==> src/rtl/onewire_pkg.sv <==
`default_nettype none
// ============================================================================
//  Module      : onewire_pkg
//  Description : Shared definitions for the parametrised 1-Wire master.
//                FSM state encoding, default bus timing (in clk cycles),
//                the Dallas/Maxim CRC-8 step function and the
//                start-to-done latency formula.
//  Revision    : 1.0  initial release
// ============================================================================
package onewire_pkg;

    typedef enum logic [2:0] {
        ST_IDLE      = 3'd0,
        ST_RST_LOW   = 3'd1,
        ST_RST_HIGH  = 3'd2,
        ST_SLOT_LOW  = 3'd3,
        ST_SLOT_HIGH = 3'd4,
        ST_REC       = 3'd5,
        ST_FINISH    = 3'd6
    } ow_state_e;

    // Default timing, all in clk cycles.
    localparam int DEF_DATA_BYTES = 7;
    localparam int DEF_T_RSTL     = 480;
    localparam int DEF_T_RSTH     = 480;
    localparam int DEF_T_PDS      = 70;
    localparam int DEF_T_SLOT     = 60;
    localparam int DEF_T_LOW1     = 6;
    localparam int DEF_T_LOW0     = 60;
    localparam int DEF_T_RDS      = 15;
    localparam int DEF_T_REC      = 5;

    // Reflected form of x^8 + x^5 + x^4 + 1.
    localparam logic [7:0] CRC8_POLY = 8'h8C;

    function automatic logic [7:0] crc8_step(input logic [7:0] crc, input logic din);
        logic fb;
        fb = crc[0] ^ din;
        return (crc >> 1) ^ (fb ? CRC8_POLY : 8'h00);
    endfunction

    // Number of clk edges from the edge that accepts i_start to the edge
    // after which o_done is high. Each state lasts exactly its nominal
    // count, FINISH adds one cycle.
    function automatic int done_latency(input int data_bytes,
                                        input int t_rstl,
                                        input int t_rsth,
                                        input int t_slot,
                                        input int t_rec,
                                        input logic presence);
        if (presence)
            return t_rstl + t_rsth + (8 * data_bytes + 8) * (t_slot + t_rec) + 1;
        else
            return t_rstl + t_rsth + 1;
    endfunction

endpackage
`default_nettype wire

==> src/rtl/onewire_crc8.sv <==
`default_nettype none
// ============================================================================
//  Module      : onewire_crc8
//  Description : Serial Dallas/Maxim CRC-8 register (reflected poly 0x8C,
//                init 0x00), one bit per enabled clock.
//  Ports       : clk      - system clock
//                reset    - asynchronous active-low reset
//                i_clear  - synchronous clear to 0x00 (wins over i_en)
//                i_en     - advance the CRC by one bit
//                i_bit    - data bit to absorb
//                o_crc    - current CRC value
//  Revision    : 1.0  initial release
// ============================================================================
module onewire_crc8
    import onewire_pkg::*;
(
    input  logic       clk,
    input  logic       reset,
    input  logic       i_clear,
    input  logic       i_en,
    input  logic       i_bit,
    output logic [7:0] o_crc
);

    always_ff @(posedge clk or negedge reset) begin
        if (!reset) begin
            o_crc <= 8'h00;
        end else if (i_clear) begin
            o_crc <= 8'h00;
        end else if (i_en) begin
            o_crc <= crc8_step(o_crc, i_bit);
        end
    end

endmodule
`default_nettype wire

==> src/rtl/onewire_master_param.sv <==
`default_nettype none
// ============================================================================
//  Module      : onewire_master_param
//  Description : Parametrised 1-Wire bus master. Issues reset/presence,
//                then DATA_BYTES*8 + 8 write or read slots on an
//                open-drain DQ line. Write frames append the CRC-8 of the
//                payload; read frames check the CRC residual.
//  Ports       : clk           - system clock
//                reset         - asynchronous active-low reset
//                i_start       - start request, sampled only in IDLE
//                i_mode        - 0 write frame, 1 read frame
//                i_tx_data     - payload, byte 0 in [7:0], sent LSB first
//                i_dq          - DQ pad input (asynchronous)
//                o_dq_oe       - 1 pulls DQ low
//                o_busy        - frame in progress
//                o_done        - one-cycle completion pulse
//                o_rx_data     - received payload (read mode)
//                o_crc_err     - read CRC mismatch, held until next start
//                o_no_presence - no presence pulse, held until next start
//  Revision    : 1.0  initial release
// ============================================================================
module onewire_master_param
    import onewire_pkg::*;
#(
    parameter int DATA_BYTES = DEF_DATA_BYTES,
    parameter int T_RSTL     = DEF_T_RSTL,
    parameter int T_RSTH     = DEF_T_RSTH,
    parameter int T_PDS      = DEF_T_PDS,
    parameter int T_SLOT     = DEF_T_SLOT,
    parameter int T_LOW1     = DEF_T_LOW1,
    parameter int T_LOW0     = DEF_T_LOW0,
    parameter int T_RDS      = DEF_T_RDS,
    parameter int T_REC      = DEF_T_REC,
    parameter int DATA_W     = 8 * DATA_BYTES
)(
    input  logic              clk,
    input  logic              reset,
    input  logic              i_start,
    input  logic              i_mode,
    input  logic [DATA_W-1:0] i_tx_data,
    input  logic              i_dq,
    output logic              o_dq_oe,
    output logic              o_busy,
    output logic              o_done,
    output logic [DATA_W-1:0] o_rx_data,
    output logic              o_crc_err,
    output logic              o_no_presence
);

    localparam int FRAME_BITS = DATA_W + 8;
    localparam int IDX_W      = $clog2(FRAME_BITS + 1);
    localparam int T_MAX_A    = (T_RSTL > T_RSTH) ? T_RSTL : T_RSTH;
    localparam int T_MAX_B    = (T_SLOT > T_REC)  ? T_SLOT : T_REC;
    localparam int T_MAX_C    = (T_MAX_A > T_MAX_B) ? T_MAX_A : T_MAX_B;
    localparam int T_MAX      = (T_MAX_C > T_PDS) ? T_MAX_C : T_PDS;
    localparam int CNT_W      = $clog2(T_MAX + 1);

    localparam logic [CNT_W-1:0] c_cnt_one   = CNT_W'(1);
    localparam logic [CNT_W-1:0] c_rstl_end  = CNT_W'(T_RSTL - 1);
    localparam logic [CNT_W-1:0] c_rsth_end  = CNT_W'(T_RSTH - 1);
    localparam logic [CNT_W-1:0] c_pds       = CNT_W'(T_PDS);
    localparam logic [CNT_W-1:0] c_slot_end  = CNT_W'(T_SLOT - 1);
    localparam logic [CNT_W-1:0] c_low0_end  = CNT_W'(T_LOW0 - 1);
    localparam logic [CNT_W-1:0] c_low1_end  = CNT_W'(T_LOW1 - 1);
    localparam logic [CNT_W-1:0] c_rds       = CNT_W'(T_RDS);
    localparam logic [CNT_W-1:0] c_rec_end   = CNT_W'(T_REC - 1);
    localparam logic [IDX_W-1:0] c_data_w    = IDX_W'(DATA_W);
    localparam logic [IDX_W-1:0] c_frame_end = IDX_W'(FRAME_BITS);
    localparam logic [IDX_W-1:0] c_idx_one   = IDX_W'(1);

    // ------------------------------------------------------------------
    // Registers
    // ------------------------------------------------------------------
    ow_state_e         r_state;
    logic [CNT_W-1:0]  r_cnt;
    logic [IDX_W-1:0]  r_bit_idx;
    logic              r_dq_meta;
    logic              r_dq_sync;
    logic              r_mode;
    logic [DATA_W-1:0] r_tx;
    logic [DATA_W-1:0] r_rx;
    logic              r_cur_bit;   // bit being sent, or bit just sampled
    logic              r_long_low;  // current slot uses T_LOW0
    logic              r_presence;

    // ------------------------------------------------------------------
    // Slot strobes
    // ------------------------------------------------------------------
    logic [7:0] w_crc;
    logic       w_in_slot;
    logic       w_slot_end;
    logic       w_low_end;
    logic       w_sample;
    logic       w_next_bit;
    logic       w_crc_clr;

    assign w_in_slot  = (r_state == ST_SLOT_LOW) || (r_state == ST_SLOT_HIGH);
    assign w_slot_end = w_in_slot && (r_cnt == c_slot_end);
    assign w_low_end  = r_long_low ? (r_cnt == c_low0_end) : (r_cnt == c_low1_end);
    assign w_sample   = r_mode && w_in_slot && (r_cnt == c_rds);
    assign w_crc_clr  = (r_state == ST_IDLE) && i_start;

    // During the CRC byte the register's LSB is sent and also fed back:
    // fb = crc[0]^crc[0] = 0, so the CRC simply shifts itself out and the
    // residual ends at zero.
    assign w_next_bit = (r_bit_idx < c_data_w) ? r_tx[0] : w_crc[0];

    onewire_crc8 u_crc (
        .clk     (clk),
        .reset   (reset),
        .i_clear (w_crc_clr),
        .i_en    (w_slot_end),
        .i_bit   (r_cur_bit),
        .o_crc   (w_crc)
    );

    // ------------------------------------------------------------------
    // DQ synchroniser; the idle bus is pulled up, so it resets high.
    // ------------------------------------------------------------------
    always_ff @(posedge clk or negedge reset) begin
        if (!reset) begin
            r_dq_meta <= 1'b1;
            r_dq_sync <= 1'b1;
        end else begin
            r_dq_meta <= i_dq;
            r_dq_sync <= r_dq_meta;
        end
    end

    // ------------------------------------------------------------------
    // Main FSM. o_dq_oe is the registered image of "state drives low", so
    // every low phase appears on the pin one cycle after the state is
    // entered and lasts exactly as many cycles as the state.
    // ------------------------------------------------------------------
    always_ff @(posedge clk or negedge reset) begin
        if (!reset) begin
            r_state       <= ST_IDLE;
            r_cnt         <= '0;
            r_bit_idx     <= '0;
            r_mode        <= 1'b0;
            r_tx          <= '0;
            r_rx          <= '0;
            r_cur_bit     <= 1'b0;
            r_long_low    <= 1'b0;
            r_presence    <= 1'b0;
            o_dq_oe       <= 1'b0;
            o_busy        <= 1'b0;
            o_done        <= 1'b0;
            o_rx_data     <= '0;
            o_crc_err     <= 1'b0;
            o_no_presence <= 1'b0;
        end else begin
            o_done  <= 1'b0;
            o_dq_oe <= (r_state == ST_RST_LOW) || (r_state == ST_SLOT_LOW);

            case (r_state)
                ST_IDLE: begin
                    if (i_start) begin
                        r_mode        <= i_mode;
                        r_tx          <= i_tx_data;
                        r_rx          <= '0;
                        r_cnt         <= '0;
                        r_bit_idx     <= '0;
                        r_presence    <= 1'b0;
                        o_crc_err     <= 1'b0;
                        o_no_presence <= 1'b0;
                        o_busy        <= 1'b1;
                        r_state       <= ST_RST_LOW;
                    end
                end

                ST_RST_LOW: begin
                    if (r_cnt == c_rstl_end) begin
                        r_cnt   <= '0;
                        r_state <= ST_RST_HIGH;
                    end else begin
                        r_cnt <= r_cnt + c_cnt_one;
                    end
                end

                ST_RST_HIGH: begin
                    if (r_cnt == c_pds) begin
                        r_presence <= ~r_dq_sync;
                    end
                    if (r_cnt == c_rsth_end) begin
                        r_cnt <= '0;
                        if (r_presence) begin
                            r_cur_bit  <= w_next_bit;
                            r_long_low <= ~r_mode & ~w_next_bit;
                            r_state    <= ST_SLOT_LOW;
                        end else begin
                            o_no_presence <= 1'b1;
                            r_state       <= ST_FINISH;
                        end
                    end else begin
                        r_cnt <= r_cnt + c_cnt_one;
                    end
                end

                // The slot counter runs across both halves of the slot so
                // the slot length is independent of the low time; when
                // T_LOW0 == T_SLOT a write-0 slot never enters SLOT_HIGH.
                ST_SLOT_LOW, ST_SLOT_HIGH: begin
                    if (w_sample) begin
                        r_cur_bit <= r_dq_sync;
                    end
                    if (w_slot_end) begin
                        r_cnt     <= '0;
                        r_bit_idx <= r_bit_idx + c_idx_one;
                        if (!r_mode) begin
                            r_tx <= r_tx >> 1;
                        end else if (r_bit_idx < c_data_w) begin
                            r_rx <= {r_cur_bit, r_rx[DATA_W-1:1]};
                        end
                        r_state <= ST_REC;
                    end else begin
                        r_cnt <= r_cnt + c_cnt_one;
                        if ((r_state == ST_SLOT_LOW) && w_low_end) begin
                            r_state <= ST_SLOT_HIGH;
                        end
                    end
                end

                ST_REC: begin
                    if (r_cnt == c_rec_end) begin
                        r_cnt <= '0;
                        if (r_bit_idx == c_frame_end) begin
                            r_state <= ST_FINISH;
                        end else begin
                            r_cur_bit  <= w_next_bit;
                            r_long_low <= ~r_mode & ~w_next_bit;
                            r_state    <= ST_SLOT_LOW;
                        end
                    end else begin
                        r_cnt <= r_cnt + c_cnt_one;
                    end
                end

                ST_FINISH: begin
                    o_done    <= 1'b1;
                    o_busy    <= 1'b0;
                    o_rx_data <= r_rx;
                    o_crc_err <= r_mode && (w_crc != 8'h00);
                    r_cnt     <= '0;
                    r_state   <= ST_IDLE;
                end

                default: begin
                    r_cnt   <= '0;
                    r_state <= ST_IDLE;
                end
            endcase
        end
    end

endmodule
`default_nettype wire

==> config.mk <==
export PLATFORM = sky130hd
export DESIGN_NAME = onewire_master_param
export DESIGN_NICKNAME = d
export VERILOG_FILES = /design/src/rtl/onewire_pkg.sv /design/src/rtl/onewire_crc8.sv /design/src/rtl/onewire_master_param.sv
export SDC_FILE = /design/constraint.sdc
export NUM_CORES = 1
export LEC_CHECK = 0
export CAP_MARGIN = 15
export CORE_MARGIN = 2
export CORE_UTILIZATION = 35
export DETAILED_ROUTE_END_ITERATION = 12
export GPL_ROUTABILITY_DRIVEN = 0
export GPL_TIMING_DRIVEN = 0
export PLACE_DENSITY_LB_ADDON = 0.1
export SLEW_MARGIN = 25
export SYNTH_ARGS = -nofsm -noshare
export SYNTH_HDL_FRONTEND = slang
export SYNTH_HIERARCHICAL = 1
export SYNTH_SLANG_ARGS = --single-unit
==> constraint.sdc <==
create_clock -name clk -period 3.36 [get_ports clk]
set_clock_uncertainty 0.15 [all_clocks]
set_input_delay 0.84 -clock clk [delete_from_list [all_inputs] [get_ports clk]]
set_output_delay 0.84 -clock clk [all_outputs]
set_load 0.01 [all_outputs]
* After elaboration in Yosys (flattened, before gate mapping)
Cells that the tools add are included.
Operators by class: reductions and logical operators 28, add/subtract/negate cells 2, bitwise operators 6, $lt $le $gt $ge 1, equal/unequal tests 27, mux-type cells 52
Operators with widths (number):
- 56-bit two-way mux | 7
- 56-bit case mux with 2 select lines | 2
- 9-bit two-way mux | 4
- 9-bit case mux with 4 select lines | 1
- 3-bit two-way mux | 8
- 8-bit two-way mux | 3
- 2-bit inequality test (second input constant) | 11
- 9-bit by 3-bit == test with 1-bit output (second input constant) | 2
- 1-bit two-way mux | 17
- 3-bit case mux with 5 select lines | 1
- 5-bit AND reduction | 3
- 7-bit two-way mux | 2
- 7-bit case mux with 2 select lines | 1
- 1-bit case mux with 2 select lines | 5
- 2-bit nonzero test | 5
- 9-bit by 1-bit adder with 9-bit output (second input constant) | 1
- 3-bit == test (second input constant) | 3
- 9-bit by 4-bit == test with 1-bit output (second input constant) | 1
- 9-bit by 6-bit == test with 1-bit output (second input constant) | 1
- 9-bit by 7-bit == test with 1-bit output (second input constant) | 1
- 9-bit == test (second input constant) | 1
- 4-bit AND reduction | 2
- 8-bit nonzero test | 1
- 7-bit by 8-bit XOR with 8-bit output | 1
- other kinds (19) | 32
Storage, ports and cells: word-level logic and storage cells 134, input bits 61, register bits after elaboration 206, output and inout port bits 61

* Longest topological paths before layout
word-level depth 7, gate-level depth with buffers 9, depth with buffers taken out 7

* By module
The synthesis kept the hierarchy.
Modules (own cells, without submodules):
- onewire_master_param | seq. area each 4957.3 um^2, cells an instance 974, area an instance 8999.9 um^2, instances 1
- onewire_crc8 | seq. area each 200.2 um^2, cells an instance 32, area an instance 372.9 um^2, instances 1

* Least setup slack after synthesis
Ideal clock, no wire load.
path kind register to register, from reg r_state[0], to reg u_crc.o_crc[2], stages on the path, launching flop included 10, path slack 0.929 ns, path buffers 3, arrival 2.177 ns, clock period less this slack 2.431 ns, data required time 3.106 ns, library setup time 0.104 ns, cells stage by stage dfrtp_1 -> buf_4 -> nor3b_2 -> nor2_2 -> buf_4 -> nor3_1 -> buf_6 -> inv_2 -> or4_1 -> o311ai_1
On the way: cells in the longest elaborated chain, start to end 4, elaborated cells on any way between the ends 8
RTL lines:
- start: declaration | line onewire_master_param.sv:74 | ow_state_e r_state;
- start signal: assignment | line onewire_master_param.sv:137 | r_state <= ST_IDLE;
- start signal: assignment | line onewire_master_param.sv:168 | r_state <= ST_RST_LOW;
- start signal: assignment | line onewire_master_param.sv:175 | r_state <= ST_RST_HIGH;
- 3-bit by 2-bit == test with 1-bit output or 3-bit == test (tied branches) | line onewire_master_param.sv:97 | assign w_in_slot = (r_state == ST_SLOT_LOW) || (r_state == ST_SLOT_HIGH);
- 1-bit logical OR * | line onewire_master_param.sv:97
- 1-bit logical AND * | line onewire_master_param.sv:98 | assign w_slot_end = w_in_slot && (r_cnt == c_slot_end);
- named net w_slot_end | line onewire_master_param.sv:91 | logic w_slot_end;
- 2-bit nonzero test (no line) *
- end signal: assignment | line onewire_crc8.sv:31 | o_crc <= crc8_step(o_crc, i_bit);
- end: declaration | line onewire_crc8.sv:22 | output logic [7:0] o_crc
The timed path passes the listed nets; every way through them passes the cells marked *. A chain may end at the register's enable or synchronous reset.

* Worst setup path in the final report
from reg r_state[1], to reg u_crc.o_crc[2]
Same word-level chain as after synthesis.

==> summary.md <==
| Metric | Value |
|---|---|
| P_leak | `approximately 5.5 nW` |
| Average wire per standard cell | `around 14 um` |
| Comb power frac | `42.1%` |
| RSZ-0062 raised after global routing | `false` |
| Reg area | `between 0.005 and 0.006 mm^2` |
| Worst-Skew Late Latency | `0.52 ns` |
| Initial Util | `a little over a third` |
| Post-synthesis cell area | `approximately 0.0094 mm^2` |
| Buffer count from post-CTS setup fixing | `0` |
| Max-Cap Viols | `0` |
| Critical Path Sink Type | `flip-flop` |
| Clock Pin Slew Worst Setup and Hold Paths | `~0.06 ns` |
| Floorplan row count | `between 50 and 60` |
| Tcrit/Tclk final | `about 83%` |
| Synth Flop Type | `dfrtp_1` |
| Seq/Total Area, Yosys | `between 50% and 60%` |
| Crit path max-delay cell type | `nor3_1` |
| Synthesis-to-layout area growth | `25.74%` |
| Ys Warns | `6` |
| Clock power share | `about a fifth` |
| Port bufs | `approximately 120` |
| Fill count | `2557` |
| Int Pwr | `7.336 mW` |
| Synth Area in Compound Gates | `approximately 6.6%` |
| Crit path time final | `between 2 and 3 ns` |
| GRT Residual Overflow | `0` |
| Post-DP Area | `0.01106 mm^2` |
| Number of clock sinks | `206` |
| Final Non-Filler Cells | `about 1500` |
| Worst reg-to-reg path cell count | `9` |
| Cells after Synth | `1006` |
| Ranking of synthesized cells by area | `dfrtp_1 54%, nand2_1 19%, mux2_4 5.6%, o21ai_1 3.0%, mux2_2 2.0%` |
| TritonCTS clock tree | `done` |
| Xor/xnor cell area share of the yosys netlist | `less than 1%` |
| First-pass GRT wire length | `approximately 35 mm` |
| Status | `finished clean` |
| Die Width | `around 170 um` |
| Switching Share | `~36%` |
| Pre-Repair DR Iteration Count | `4` |
| Finished Cell Area | `0.01179 mm^2` |
| Synth top area share | `between 50% and 60%` |
| DRC | `0` |
| Number of global-route vias before repair | `roughly 7000` |
| Vias per cell | `4.698` |
| Max-slew violations | `0` |
| Mean post-synth cell area | `about 9.3 um^2` |
| Simple-gate share of the synthesized area | `about a quarter` |
| Slew of the pin with the lowest slew margin | `roughly 0.63 ns` |
| Area leader, netlist | `dfrtp_1` |
| CP peak stage delay | `0.48 ns` |
| Synthesized Nets | `roughly 1100` |
| Part of the power in registers | `between 30% and 40%` |
| Largest family of logic cells by synthesized area | `simple AND/OR/NAND/NOR gates` |
| Achievable frequency | `359.1 MHz` |
| Hold Fails Final Rpt | `0` |
| Layout cells sized above 1 | `a little over a tenth` |
| Initial antenna violation count | `3` |
| Worst setup SP type | `flip-flop` |
| Slew HR | `between 50% and 60%` |
| Hold buffer count at CTS | `0` |
| 1st-iter DRT viols | `389` |
| TritonCTS Buffers | `23` |
| Worst R2R End | `u_crc/o_crc[2]$_DFFE_PN0P_` |
| Post-DP HPWL | `approximately 15 mm` |
| Power Dens Cells | `about 970 mW/mm^2` |
| Finished Core Util | `between 40% and 50%` |
| CTS root buffer | `clkbuf_16` |
| Placed instance count | `~1500` |
| Post_cts resized | `0` |
| NetSw | `between 4 and 5 mW` |
| Synthesis-stage register bit count | `about 200` |
| Beginning of the worst register-to-register path | `r_state[1]$_DFFE_PN0P_` |
| Fin nets | `~1200` |
| Antenna-violating nets left | `0` |
| WP data arrival | `around 3 ns` |
| Area occupied by multi-input gates | `between 0.003 and 0.004 mm^2` |
| Yosys cell types | `approximately 60` |
| Worst min path class | `in2async` |
| CTS max path bufs | `3` |
| Max FO, Critical Path | `10` |
| CORE AREA | `0.02621 mm^2` |
| Via count | `between 7000 and 8000` |
| GRT Total Usage | `roughly 15%` |
| Synth Area in Adders | `0.8010%` |
| Pwr Total | `between 10 and 15 mW` |
| CP Data Required Time | `~3.6 ns` |
| DIE AREA | `approximately 0.028 mm^2` |
| H-tree levels | `1` |
| Crit path kind | `reg2reg` |
| Number of synthesized flops with an enable pin | `0` |
| Final setup fails | `0` |
| Top-Level Pins | `between 100 and 150` |
| Maximum VDD drop | `slightly above 0.4 mV` |
| Final WL | `around 21 mm` |
| Post-synthesis mux area share | `8.984%` |
| R2r setup slk | `~0.58 ns` |
| Pin count of the biggest net entering global routing | `between 70 and 80` |
| Worst-path cell chain | `buf_2 -> nor3b_2 -> nor2_2 -> buf_4 -> nor3_1 -> buf_6 -> inv_2 -> or4_1 -> o311ai_1` |
| Worst Setup SP | `r_state[1]$_DFFE_PN0P_` |
| Fraction of registers with async set/reset | `100.0%` |
| Chip Height | `between 150 and 200 um` |
layout make-up:
| class | count | area share [%] |
|---|---|---|
| Tap cell | 335 | 3.557 |
| Buffer | 56 | 2.782 |
| Multi-Input combinational cell | 730 | 32.54 |
| Antenna cell | 1 | 0.02123 |
| Timing Repair Buffer | 123 | 10.79 |
| Clock inverter | 2 | 0.2336 |
| Inverter | 14 | 0.4459 |
| Clock buffer | 38 | 5.871 |
| Sequential cell | 206 | 43.76 |
per-layer routing:
metal  share of wire, %  GRT usage [%]  up-vias
li1                   -              -     3547
met1                 48          21.21     3362
met2                 45          24.17      130
met3                4.3          3.356       29
met4                2.0          3.781        2
met5              0.061              0        -
synthesized netlist by cell type, types with 5 or more instances:
master and number:
dfrtp_1 204, buf_6 6, ha_1 6, nor2_1 23, nand3_1 14, clkbuf_1 26
o21ai_1 57, mux2_4 35, xnor2_1 5, mux2_2 17, mux2i_1 8, nor3_1 6
o21ai_0 14, buf_2 13, inv_1 12, a21oi_1 10, nand2_1 466
cells in the final DEF (no fill, tap or decap), drive strengths merged, types with 3 or more instances in the layout:
master,count
nand2,466
dfrtp,204
clkdlybuf4s50,120
o21ai,71
clkbuf,64
mux2,56
buf,33
nor2,25
nand3,14
inv,14
a21oi,10
nor3,9
mux2i,8
ha,6
xnor2,5
nor3b,5
nand3b,4
nand2b,4
or4,4
a22o,3
xor2,3
nand4,3
o31ai,3
or2,3
sequential cells by signal, summed over array words and instances, names as in the netlist, 3 cells and up:
| signal | flops |
|---|---|
| o_rx_data | 56 |
| r_rx | 56 |
| r_bit_idx | 7 |
| r_cnt | 9 |
| u_crc/o_crc | 8 |
| r_state | 3 |
| r_tx | 56 |
through the flow:
step                      setup WS (ns)  TNS [ns]  hold slack, ns
after floorplan                  0.9295         0          0.1952
after global placement           -7.973  -1631.27          0.1971
after detailed placement       0.004773         0          0.1969
after CTS                        0.5443         0          0.1337
after global routing             0.4143         0          0.1511
final                            0.5756         0          0.1308
power by group through the flow:
stage	clock (mW)	combinational [mW]	sequential, mW
floorplan	0	3.39	4.18
global placement	0	4.81	4.24
detailed placement	0	4.89	4.24
CTS	2.49	4.90	4.21
global route	2.59	5.37	4.35
finish	2.41	4.80	4.20
cells by family after synthesis:
family                     after synthesis
AOI/OAI and AO/OA                      105
xor gates and xnor gates                 8
adders and majority gates                6
buffers and inverters                   70
DFF                                    206
muxes                                   64
and+or+nand+nor                        547
worst max-delay path by stage:
stage / end / slack [ns] / cells after the start
floorplan: u_crc/o_crc[2]$_DFFE_PN0P_ / 0.93 / 9
global placement: r_tx[20]$_DFFE_PN0P_ / -7.97 / 1
detailed placement: u_crc/o_crc[3]$_DFFE_PN0P_ / 0.005 / 6
CTS: u_crc/o_crc[3]$_DFFE_PN0P_ / 0.54 / 6
global route: u_crc/o_crc[2]$_DFFE_PN0P_ / 0.41 / 9
finish: u_crc/o_crc[2]$_DFFE_PN0P_ / 0.58 / 9
worst max-delay path, delay by kind of cell (launching register included):
kind / cells / cell delay (ns)
AO/OA/AOI/OAI: 1 / 0.11
buffers and inverters: 4 / 0.68
flip-flops: 1 / 0.37
AND/OR/NAND/NOR: 4 / 1.37
(Power assumes the default switching activity.)
